$ cat src/rtl/vlg_pulse_gen_pkg.sv
// Shared types and default widths for the pulse-train transmitter.
package vlg_pulse_pkg;

    localparam int DEF_CNT_W = 16;
    localparam int DEF_WID_W = 8;

    typedef enum logic [1:0] {
        ST_IDLE = 2'd0,
        ST_HIGH = 2'd1,
        ST_LOW  = 2'd2,
        ST_DONE = 2'd3
    } state_t;

endpackage

$ cat src/rtl/vlg_pulse_gen_if.sv
// Control/status bundle between a train requester and vlg_pulse_gen.
interface vlg_pulse_gen_if
    import vlg_pulse_pkg::*;
#(
    parameter int CNT_W = DEF_CNT_W,
    parameter int WID_W = DEF_WID_W
);
    logic             i_start;
    logic             i_abort;
    logic [CNT_W-1:0] i_pulse_num;
    logic [WID_W-1:0] i_high_cyc;
    logic [WID_W-1:0] i_low_cyc;
    logic             o_pulse;
    logic             o_busy;
    logic             o_done;
    logic [CNT_W-1:0] o_sent_cnt;

    modport master (
        output i_start, i_abort, i_pulse_num, i_high_cyc, i_low_cyc,
        input  o_pulse, o_busy, o_done, o_sent_cnt
    );

    modport slave (
        input  i_start, i_abort, i_pulse_num, i_high_cyc, i_low_cyc,
        output o_pulse, o_busy, o_done, o_sent_cnt
    );
endinterface

$ cat src/rtl/vlg_pulse_gen_width_timer.sv
// Down-counting phase timer: loading V makes expire pulse V cycles later.
module vlg_width_timer
    import vlg_pulse_pkg::*;
#(
    parameter int WID_W = DEF_WID_W
) (
    input  logic             i_clk,
    input  logic             i_rst_n,
    input  logic             load,
    input  logic [WID_W-1:0] value,
    output logic             expire
);
    logic [WID_W-1:0] cnt_q;

    // Count down to zero and park there; a load always overrides.
    always_ff @(posedge i_clk) begin
        if (!i_rst_n) begin
            cnt_q <= '0;
        end else if (load) begin
            cnt_q <= value;
        end else if (cnt_q != '0) begin
            cnt_q <= cnt_q - WID_W'(1);
        end
    end

    assign expire = (cnt_q == WID_W'(1));
endmodule

$ cat src/rtl/vlg_pulse_gen.sv
// Programmable pulse-train transmitter.
//   state | meaning
//   IDLE  | waiting for an accepted start
//   HIGH  | o_pulse driven high for H' cycles
//   LOW   | o_pulse driven low for L' cycles
//   DONE  | one-cycle completion strobe
module vlg_pulse_gen
    import vlg_pulse_pkg::*;
#(
    parameter int CNT_W = DEF_CNT_W,
    parameter int WID_W = DEF_WID_W
) (
    input logic            i_clk,
    input logic            i_rst_n,
    vlg_pulse_gen_if.slave bus
);
    state_t           state_q, state_d;
    logic [CNT_W-1:0] num_q, num_d;
    logic [WID_W-1:0] high_q, high_d;
    logic [WID_W-1:0] low_q, low_d;
    logic [CNT_W-1:0] sent_q, sent_d;
    logic             pulse_q, busy_q, done_q;
    logic [WID_W-1:0] high_eff, low_eff;
    logic             tmr_load;
    logic [WID_W-1:0] tmr_val;
    logic             tmr_expire;

    // A zero width would never expire the timer, so it is promoted to one.
    assign high_eff = (bus.i_high_cyc == '0) ? WID_W'(1) : bus.i_high_cyc;
    assign low_eff  = (bus.i_low_cyc  == '0) ? WID_W'(1) : bus.i_low_cyc;

    vlg_width_timer #(.WID_W(WID_W)) u_timer (
        .i_clk   (i_clk),
        .i_rst_n (i_rst_n),
        .load    (tmr_load),
        .value   (tmr_val),
        .expire  (tmr_expire)
    );

    // Next-state, parameter latch and timer control; abort overrides everything.
    always_comb begin
        state_d  = state_q;
        num_d    = num_q;
        high_d   = high_q;
        low_d    = low_q;
        sent_d   = sent_q;
        tmr_load = 1'b0;
        tmr_val  = high_q;
        if (bus.i_abort) begin
            state_d = ST_IDLE;
        end else begin
            case (state_q)
                ST_IDLE: begin
                    if (bus.i_start) begin
                        num_d  = bus.i_pulse_num;
                        high_d = high_eff;
                        low_d  = low_eff;
                        if (bus.i_pulse_num == '0) begin
                            sent_d  = '0;
                            state_d = ST_DONE;
                        end else begin
                            // cleared and incremented for the first pulse at once
                            sent_d   = CNT_W'(1);
                            state_d  = ST_HIGH;
                            tmr_load = 1'b1;
                            tmr_val  = high_eff;
                        end
                    end
                end
                ST_HIGH: begin
                    if (tmr_expire) begin
                        state_d  = ST_LOW;
                        tmr_load = 1'b1;
                        tmr_val  = low_q;
                    end
                end
                ST_LOW: begin
                    if (tmr_expire) begin
                        if (sent_q == num_q) begin
                            state_d = ST_DONE;
                        end else begin
                            state_d  = ST_HIGH;
                            sent_d   = sent_q + CNT_W'(1);
                            tmr_load = 1'b1;
                            tmr_val  = high_q;
                        end
                    end
                end
                ST_DONE: state_d = ST_IDLE;
                default: state_d = ST_IDLE;
            endcase
        end
    end

    // State, latched parameters and registered outputs decoded from next state.
    always_ff @(posedge i_clk) begin
        if (!i_rst_n) begin
            state_q <= ST_IDLE;
            num_q   <= '0;
            high_q  <= '0;
            low_q   <= '0;
            sent_q  <= '0;
            pulse_q <= 1'b0;
            busy_q  <= 1'b0;
            done_q  <= 1'b0;
        end else begin
            state_q <= state_d;
            num_q   <= num_d;
            high_q  <= high_d;
            low_q   <= low_d;
            sent_q  <= sent_d;
            pulse_q <= (state_d == ST_HIGH);
            busy_q  <= (state_d == ST_HIGH) || (state_d == ST_LOW);
            done_q  <= (state_d == ST_DONE);
        end
    end

    assign bus.o_pulse    = pulse_q;
    assign bus.o_busy     = busy_q;
    assign bus.o_done     = done_q;
    assign bus.o_sent_cnt = sent_q;
endmodule

$ cat src/flat_wrapper.sv
// flat-port wrapper written by rule: the top's interface ports become plain ports
module vlg_pulse_gen_flat import vlg_pulse_pkg::*;
#(
    parameter int CNT_W = DEF_CNT_W,
    parameter int WID_W = DEF_WID_W
)
  (i_clk, i_rst_n, bus_i_start, bus_i_abort, bus_i_pulse_num, bus_i_high_cyc, bus_i_low_cyc, bus_o_pulse, bus_o_busy, bus_o_done, bus_o_sent_cnt);
  vlg_pulse_gen_if #(.CNT_W(CNT_W), .WID_W(WID_W)) bus_i ();
  input logic i_clk;
  input logic i_rst_n;
  input wire logic [$bits(bus_i.i_start)-1:0] bus_i_start;
  input wire logic [$bits(bus_i.i_abort)-1:0] bus_i_abort;
  input wire logic [$bits(bus_i.i_pulse_num)-1:0] bus_i_pulse_num;
  input wire logic [$bits(bus_i.i_high_cyc)-1:0] bus_i_high_cyc;
  input wire logic [$bits(bus_i.i_low_cyc)-1:0] bus_i_low_cyc;
  output wire logic [$bits(bus_i.o_pulse)-1:0] bus_o_pulse;
  output wire logic [$bits(bus_i.o_busy)-1:0] bus_o_busy;
  output wire logic [$bits(bus_i.o_done)-1:0] bus_o_done;
  output wire logic [$bits(bus_i.o_sent_cnt)-1:0] bus_o_sent_cnt;
  assign bus_i.i_start = bus_i_start;
  assign bus_i.i_abort = bus_i_abort;
  assign bus_i.i_pulse_num = bus_i_pulse_num;
  assign bus_i.i_high_cyc = bus_i_high_cyc;
  assign bus_i.i_low_cyc = bus_i_low_cyc;
  assign bus_o_pulse = bus_i.o_pulse;
  assign bus_o_busy = bus_i.o_busy;
  assign bus_o_done = bus_i.o_done;
  assign bus_o_sent_cnt = bus_i.o_sent_cnt;
  vlg_pulse_gen #(.CNT_W(CNT_W), .WID_W(WID_W)) u_core (.i_clk(i_clk), .i_rst_n(i_rst_n), .bus(bus_i));
endmodule
$ cat config.mk
export PLATFORM = sky130hd
export DESIGN_NAME = vlg_pulse_gen_flat
export DESIGN_NICKNAME = d
export VERILOG_FILES = /design/src/rtl/vlg_pulse_gen_pkg.sv /design/src/rtl/vlg_pulse_gen_if.sv /design/src/rtl/vlg_pulse_gen_width_timer.sv /design/src/rtl/vlg_pulse_gen.sv /design/src/flat_wrapper.sv
export SDC_FILE = /design/constraint.sdc
export NUM_CORES = 1
export LEC_CHECK = 0
export ABC_AREA = 1
export BUFFER_PORTS_ARGS = -buffer_cell sky130_fd_sc_hd__clkbuf_2
export CORE_MARGIN = 4
export CORE_UTILIZATION = 50
export CTS_BUF_LIST = sky130_fd_sc_hd__clkbuf_2
export CTS_CLUSTER_DIAMETER = 30
export DETAILED_ROUTE_END_ITERATION = 6
export PLACE_DENSITY = 0.73
export RECOVER_POWER = 25
export SLEW_MARGIN = 15
export SYNTH_ARGS = -nofsm -noshare
export SYNTH_HDL_FRONTEND = slang
export SYNTH_HIERARCHICAL = 1
export SYNTH_SLANG_ARGS = --single-unit
$ cat constraint.sdc
create_clock -name i_clk -period 3 [get_ports i_clk]
set_input_delay 0.9 -clock i_clk [delete_from_list [all_inputs] [get_ports i_clk]]
set_output_delay 0.9 -clock i_clk [all_outputs]
set_load 0.01 [all_outputs]
# Word-level counts from Yosys, hierarchy flattened
# Index checks and enable logic that the tools add are counted.
# classes
add_sub_neg	2
n_mul	0
div	0
order_cmp	0
n_eq_ne	11
shift	0
n_mux	28
bitwise_logic	1
n_reduce_logical	10
# ops
cell	count
$mux 8	8
$mux 16	3
$pmux 16 s2	1
$add 16x1->16 const B	1
$eq 16x16->1	1
$logic_not 16->1	1
$logic_not 8->1	2
$pmux 8 s2	1
$mux 2	6
$eq 2x2->1 const B	4
$eq 8x1->1 const B	1
$pmux 2 s4	1
$reduce_bool 8->1	1
$sub 8x1->8 const B	1
$mux 1	7
$reduce_and 5->1	1
$eq 2x1->1 const B	2
$ne 2x2->1 const B	2
$reduce_bool 2->1	2
$pmux 1 s3	1
$reduce_and 3->1	1
$logic_not 2->1	1
$ne 2x1->1 const B	1
$logic_or 1x1->1	1
$not 1->1	1
# word_totals
regBits	61
latchBits	0
mem_bits_rw	0
mem_bits_ro	0
word_cells	61
memories	0

# Longest topological paths before layout
# Gate-level depths: netlist of the first run.
# logic_depth
word_depth	7
ltp_mapped	17
depth_no_buf	16

# Modules after synthesis
# Netlist of the first run, hierarchy kept.
# modules_own_cells
mod	instances	cells_per_inst	area_each_um2	seq_area_each_um2
vlg_pulse_gen	1	499	3096.7	1061.0
vlg_width_timer	1	88	550.5	160.2

# Worst setup path before layout of the first run
# Ideal clock, no wire load.
# synth_timing
path_kind	input-to-reg
from	in bus_i_pulse_num[7]
to	reg u_core.u_timer.cnt_q[0]
setup_ns	0.113
arrival_ns	2.426
path_slack_ns	0.461
stages	12
n_path_buf	0
cell_sequence	nor4_1 -> nand3_2 -> nand2_1 -> nor2_1 -> a21oi_1 -> a21oi_1 -> inv_4 -> nand2_2 -> nor2_2 -> nand2_4 -> o21ai_1 -> nor2_1
# synth_between
elab_chain_cells	6
word_cells_on_any_way	11
cone_classes	9 x mux; 2 x reduce/logical
# synth_rtl
element	line_no	text
start: declaration	flat_wrapper.sv:13	input wire logic [$bits(bus_i.i_pulse_num)-1:0] bus_i_pulse_num;
$logic_not 16->1 *	vlg_pulse_gen.sv:58	if (bus.i_pulse_num == '0) begin
$mux 1 *	vlg_pulse_gen.sv:58	
$mux 1 *	vlg_pulse_gen.sv:54	if (bus.i_start) begin
$pmux 1 s3 *	vlg_pulse_gen.sv:52	case (state_q)
$mux 1 *	vlg_pulse_gen.sv:49	if (bus.i_abort) begin
via u_core.tmr_load	vlg_pulse_gen.sv:24	logic tmr_load;
$mux 8 or $reduce_bool 2->1 (tied branches)	--	
end signal: assignment	vlg_pulse_gen_width_timer.sv:20	cnt_q <= value;
end signal: assignment	vlg_pulse_gen_width_timer.sv:22	cnt_q <= cnt_q - WID_W'(1);
end: declaration	vlg_pulse_gen_width_timer.sv:13	logic [WID_W-1:0] cnt_q;
# Mark *: on every way through the listed nets, which the timed path passes. The rest lies on a longest branch.
# A chain may end at the register's enable or synchronous reset.

# Final worst setup path of the first run
# layout_timing
from	reg u_core.state_q[0]
to	reg u_core.num_q[12]
# layout_between
elab_chain_cells	2
# layout_rtl
element	line_no	text
start: declaration	vlg_pulse_gen.sv:17	state_t state_q, state_d;
start signal: assignment	vlg_pulse_gen.sv:107	state_q <= state_d;
$logic_not 2->1	vlg_pulse_gen.sv:52	
$reduce_and 3->1 (no line)	--	
end signal: assignment	vlg_pulse_gen.sv:108	num_q <= num_d;
end: declaration	vlg_pulse_gen.sv:18	logic [CNT_W-1:0] num_q, num_d;
# No other way between the ends.

==> results of run 1 <==
[cell usage in the layout (no fill, tap or decap), drive strengths merged]
cell and count:
nand2 150, nor2 84, inv 73, clkbuf 66, a21oi 64, dfxtp 61, o21ai 59, nand3 42
nor3 9, ha 6, buf 6, clkinv 5, nand4 4, xor2 4, or2 4, nor4 3
a31o 1, o22ai 1, a211oi 1, o211ai 1
[critical path, cell delays in order, from the launching register on]
cell and delay, ns:
dfxtp_1 0.40, nor2_1 0.18, inv_1 0.13, nor2_4 0.21
nand2_1 0.46, clkbuf_2 0.49, o21ai_0 0.34, a21oi_1 0.06
[worst min path at each step]
stage / from / end / cells after the start
3_5_place_dp: u_core/num_q[6] / u_core/num_q[6] / 2
4_1_cts: u_core/num_q[6] / u_core/num_q[6] / 2
2_1_floorplan: u_core/low_q[0] / u_core/low_q[0] / 2
3_3_place_gp: u_core/num_q[10] / u_core/num_q[10] / 2
5_1_grt: u_core/num_q[7] / u_core/num_q[7] / 2
6_report: u_core/num_q[6] / u_core/num_q[6] / 2
[cells by family after synthesis]
family / synth area share [%]
XOR/XNOR: 0.960
flip-flops: 33.5
AO/OA/AOI/OAI: 17.9
adder cells (fa/ha/maj): 2.06
AND/OR/NAND/NOR: 34.9
buffers and inverters: 10.7
[per-stage QoR]
| stage | instance area, µm² | std cells | hold slack (ns) | setup WS (ns) | power, mW |
|---|---|---|---|---|---|
| global placement | 3980 | 725 | 0.455 | 0.370 | 1.79 |
| global route | 4050 | 740 | 0.503 | 0.375 | 2.38 |
| CTS | 4050 | 740 | 0.477 | 0.768 | 2.19 |
| detailed placement | 3980 | 725 | 0.456 | 0.318 | 1.81 |
| floorplan | 3650 | 587 | 0.438 | 0.461 | 1.61 |
| finish | 4050 | 740 | 0.476 | 0.602 | 2.19 |
[power by group through the flow]
stage                     Clock (mW)  Sequential [mW]  Combinational [mW]
after global placement             0             1.02               0.775
after CTS                      0.395             1.00               0.792
after detailed placement           0             1.02               0.789
after floorplan                    0            0.998               0.613
final                          0.381             1.01               0.798
after global routing           0.434             1.02               0.929
[registers in the layout, summed over array words and instances (netlist names)]
| register | flops |
|---|---|
| u_core/u_timer/cnt_q | 8 |
| u_core/high_q | 8 |
| u_core/state_q | 2 |
| u_core/bus.o_pulse | 1 |
| u_core/bus.o_busy | 1 |
| u_core/bus.o_sent_cnt | 16 |
| u_core/num_q | 16 |
| u_core/bus.o_done | 1 |
| u_core/low_q | 8 |
[final cells by class]
class                           instances  area share [%]
Timing Repair Buffer                   61            7.83
Multi-Input combinational cell        433            50.3
Clock buffer                           11            1.36
Inverter                               74            6.96
Tap cell                               96            2.97
Sequential cell                        61            30.2
Clock inverter                          4           0.402
[per-layer routing]
metal	track usage (%)	share of wire (%)	vias up
li1	-	-	1991
met1	33.8	54	1629
met3	2.74	4.4	15
met4	8.67	1.8	0
met2	29.7	40	95
met5	0	0	-
==> summary.txt, run 1 <==
Status
  – Status: finished clean

Power
  – LEAKAGE: 1.86 nW
  – Share of power burned in registers: 46.1%
  – Sw power: 0.889 mW
  – Switching Fraction: 40.7%
  – Comb pwr share: 36.5%
  – Max VDD drop: 0.216 mV
  – Share of power burned in the clock network: 17.4%
  – Pwr dens: 540 nW/µm²
  – Int Power: 1.30 mW

Detailed routing
  – Via count: 3730
  – Number of remaining DRC errors: 0
  – Wirelength per Cell: 12.2 µm
  – Final WL: 9.06 mm
  – Drt initial violations: 339
  – Drt pass-1 iters: 5
  – Routed Antenna Nets: 0
  – Via density: 5.04

STA
  – F_max: 417 MHz
  – Setup violators final: 0
  – Slew @ Worst Pin: 0.702 ns
  – Final Cycle Share: 79.9%
  – Final Max Slew Viols: 0
  – RSZ-0062 raised after global routing: no
  – Slew HR: 53.1%
  – Clock skew: 0.0257 ns
  – TNS Setup: 0 ns
  – Fin crit period: 2.40 ns
  – Final hold vios: 0

Synth
  – Leading area contributor after synthesis: dfxtp_1
  – Synth unique cells: 32
  – Ys async rst share: 0%
  – Number of synthesized register bits: 61
  – Synth Instances: 587
  – Syn_nets: 629
  – Yosys warning total: 6
  – Synth top area share: 33.5%
  – EDFF count, synth: 0
  – Ranking of synthesized cells by area: dfxtp_1 (33%), nand2_1 (15%), a21oi_1 (8.5%), nor2_1 (8.0%), o21ai_0 (7.8%)
  – Avg Inst Size Synth: 6.21 µm²
  – Top-count cell post-synth: nand2_1
  – Main synth FF type: dfxtp_1
  – Commonest cells post-synth: nand2_1 (144), nor2_1 (78), inv_1 (67)
  – Post-synthesis sequential area ratio: 33.5%
  – Cell area after synthesis: 3650 µm²

Critical path
  – Setup crit end kind: flip-flop
  – Worst path required time: 3.36 ns
  – CP Class: flip-flop to flip-flop
  – Worst reg-to-reg setup slack: 0.60 ns
  – Arr. time, crit path: 2.75 ns
  – R2R cell count: 7
  – Critical R2R Capture: u_core/num_q[12]
  – CP Max Fanout: 27
  – Nature of the critical path startpoint: flip-flop
  – Crit Reg-Reg Startpoint: u_core/state_q[0]
  – Critical Path Sink: u_core/num_q[12]
  – CP startpoint: u_core/state_q[0]

Placed design
  – Port Buffer Count: 54
  – GP Congestion: 0.873
  – Final HPWL DP: 6.72 mm

Flow run
  – Max Cap Viol: 0

Clock network
  – Clock latency on the worst-skew pair: 0.47 ns
  – Number of buffers created by CTS: 9
  – Root Buffer: clkbuf_2
  – Hold_buf cts: 0
  – Post-CTS Setup Bufs: 0
  – Post-CTS resize count: 0
  – H-tree Lvls: 3
  – CTS tree: built
  – Max Buffers Root-to-Sink: 2
  – CTS clock-pin slew for the worst setup and hold paths: 0.16 ns
  – CTS Sinks: 61

Hold path
  – Worst Hold Class: flip-flop to flip-flop

Final layout
  – Register area: 1220 µm²
  – Filler cell count: 713
  – Antenna fix cells: 0
  – # nets final: 682
  – Area of the multi-input gates: 2030 µm²
  – Layout cell share with drive strength beyond 1: 15.1%
  – Final Core Density: 58.3%
  – Synth-to-Final Area Change: 10.9%

GRT
  – Largest net degree at the start of global routing: 48
  – Total grt overflow: 0
  – Initial antenna violation count: 0
  – GRT Total Usage: 21.7%
  – Vias in the first global route: 3311
  – First-pass GRT wire length: 15.2 mm

Die
  – Core area: 6940 µm²
  – Cell Rows: 30
  – Initial Util: 52.5%
  – Top-level port count: 55
  – Die area: 8720 µm²
  – Die H: 93.4 µm
  – Chip width: 93.4 µm
Note: power is estimated with default switching activity, not from simulation.
==> inputs of run 2 (changes only) <==
--- a/config.mk
+++ b/config.mk
@@ -12,7 +12,7 @@
 export CTS_BUF_LIST = sky130_fd_sc_hd__clkbuf_2
 export CTS_CLUSTER_DIAMETER = 30
 export DETAILED_ROUTE_END_ITERATION = 6
-export PLACE_DENSITY = 0.73
+export PLACE_DENSITY = 0.76
 export RECOVER_POWER = 25
 export SLEW_MARGIN = 15
 export SYNTH_ARGS = -nofsm -noshare
==> constraint.sdc (replaced) <==
create_clock -name i_clk -period 2.15 [get_ports i_clk]
set_input_delay 0.645 -clock i_clk [delete_from_list [all_inputs] [get_ports i_clk]]
set_output_delay 0.645 -clock i_clk [all_outputs]
set_load 0.01 [all_outputs]
==> summary.txt, run 2 (synthesized netlist as in run 1, its figures left out) <==
Critical path
  – Setup crit end kind: flip-flop
  – CP startpoint: u_core/u_timer/cnt_q[5]
  – Arr. time, crit path: 2.36 ns
  – Critical R2R Capture: u_core/u_timer/cnt_q[6]
  – CP Max Fanout: 9
  – R2R cell count: 11
  – Critical Path Sink: u_core/u_timer/cnt_q[6]
  – Nature of the critical path startpoint: flip-flop
  – Worst path required time: 2.50 ns
  – Worst reg-to-reg setup slack: 0.14 ns
  – Crit Reg-Reg Startpoint: u_core/u_timer/cnt_q[5]
  – CP Class: flip-flop to flip-flop

Power
  – Switching Fraction: 39.9%
  – Max VDD drop: 0.295 mV
  – Sw power: 1.32 mW
  – Comb pwr share: 36.6%
  – Share of power burned in registers: 42.3%
  – Int Power: 2.00 mW
  – LEAKAGE: 1.97 nW
  – Share of power burned in the clock network: 21.1%
  – Pwr dens: 776 nW/µm²

Final layout
  – # nets final: 700
  – Synth-to-Final Area Change: 17.3%
  – Antenna fix cells: 0
  – Leading cell type in the layout, fill and taps excluded: nand2_1
  – Most frequent cells in the layout: nand2_1 (144), nor2_1 (76), inv_1 (68)
  – Layout cell share with drive strength beyond 1: 20.1%

STA
  – TNS Setup: 0 ns
  – Clock skew: 0.0235 ns
  – Slew @ Worst Pin: 0.520 ns
  – Final setup margin: 0.139 ns
  – Setup violators final: 0
  – F_max: 497 MHz
  – Final Max Slew Viols: 0
  – Final hold vios: 0
  – Fin crit period: 2.01 ns
  – Final Cycle Share: 93.6%
  – Slew HR: 65.2%

Die
  – Die area: 8720 µm²
  – Chip width: 93.4 µm
  – Cell Rows: 30
  – Core area: 6940 µm²
  – Top-level port count: 55
  – Initial Util: 52.5%
  – Die H: 93.4 µm

GRT
  – GR Util met1: 28.6%
  – Largest net degree at the start of global routing: 34
  – Initial antenna violation count: 0
  – First-pass GRT wire length: 16.1 mm
  – GRT Total Usage: 22.8%
  – Met2 Use GR: 38.6%
  – Total grt overflow: 0
  – Met3 GRT Util: 3.06%
  – GRT Max-Usage Layer: met2
  – Vias in the first global route: 3709

Clock network
  – Clock latency on the worst-skew pair: 0.46 ns
  – H-tree Lvls: 3
  – Root Buffer: clkbuf_2
  – Post-CTS Setup Bufs: 0
  – CTS clock-pin slew for the worst setup and hold paths: 0.17 ns
  – CTS tree: built
  – CTS Sinks: 61
  – Max Buffers Root-to-Sink: 2
  – Number of buffers created by CTS: 9

Hold path
  – Worst Hold Class: input pin to flip-flop

Detailed routing
  – Wirelength per Cell: 12.6 µm
  – Drt pass-1 iters: 5
  – Via density: 5.17
  – Number of remaining DRC errors: 0
  – Drt initial violations: 174
  – Routed Antenna Nets: 0
  – Final WL: 9.54 mm
  – Via count: 3925

Placed design
  – Port Buffer Count: 54
  – GP Congestion: 0.915
  – Final HPWL DP: 7.22 mm
  – Place WS: -0.190 ns

Flow run
  – Max Cap Viol: 0

Status
  – Status: finished clean
-- run 2: cell count changes in the layout (fill, tap and decap cells not counted), sizes merged --
cell      previous run  this run
clkbuf              66        65
bufinv               0         1
clkinv               5         4
buf                  6        25
clkinvlp             0         1
-- run 2: per-layer routing --
layer,part of all wire (%),up-vias
met5,0,-
li1,-,2025
met1,44,1763
met3,4.9,21
met2,49,116
met4,2.4,0
-- run 2: critical path, cell delays in order, from the launching register on --
cell     delay, ns
dfxtp_1       0.37
nor2_1        0.16
nand2_1       0.14
nor2_4        0.17
buf_6         0.14
nand3_1       0.09
a21oi_2       0.25
inv_4         0.05
buf_4         0.16
or2_2         0.27
nand3_1       0.08
a21oi_1       0.05
-- run 2: power groups by stage --
stage	logic [mW]	registers (mW)	clock network (mW)
global route	1.39	1.42	0.761
detailed placement	1.18	1.42	0
global placement	1.14	1.41	0
finish	1.22	1.40	0.699
floorplan	0.871	1.39	0
CTS	1.18	1.39	0.716
-- run 2: cell type report --
cell class / count / area (µm²)
Multi-Input combinational cell: 433 / 2080
Tap cell: 96 / 120
Clock inverter: 5 / 51.3
Fill cell: 693 / 2670
Inverter: 74 / 282
Sequential cell: 61 / 1230
Timing Repair Buffer: 79 / 458
Clock buffer: 11 / 55.1
-- run 2: worst min-delay path by stage --
stage | start | to | slack [ns] | cells past startpoint
2_1_floorplan | u_core/low_q[0] | u_core/low_q[0] | 0.44 | 2
3_5_place_dp | u_core/low_q[0] | u_core/low_q[0] | 0.46 | 2
6_report | bus_i_low_cyc[1] | u_core/low_q[1] | 0.40 | 3
3_3_place_gp | u_core/num_q[0] | u_core/num_q[0] | 0.45 | 2
4_1_cts | bus_i_low_cyc[1] | u_core/low_q[1] | 0.38 | 3
5_1_grt | bus_i_low_cyc[3] | u_core/low_q[3] | 0.40 | 3
-- run 2: stage by stage --
stage / total power, mW / util [%] / hold WS [ns] / instance area, µm² / std cells
2_1_floorplan: 2.26 / - / 0.438 / 3680 / 587
4_1_cts: 3.29 / 61.4 / 0.378 / 4260 / 759
3_5_place_dp: 2.60 / 59.8 / 0.459 / 4150 / 743
6_report: 3.32 / 61.6 / 0.403 / 4280 / 759
5_1_grt: 3.58 / 61.6 / 0.404 / 4280 / 759
3_3_place_gp: 2.55 / 59.8 / 0.454 / 4150 / 743
-- run 2: repair_timing --
item / CTS / global route
endpoints found under the setup margin: 0 / 11
gates resized for setup: 0 / 12
hold buffers: 0 / 0
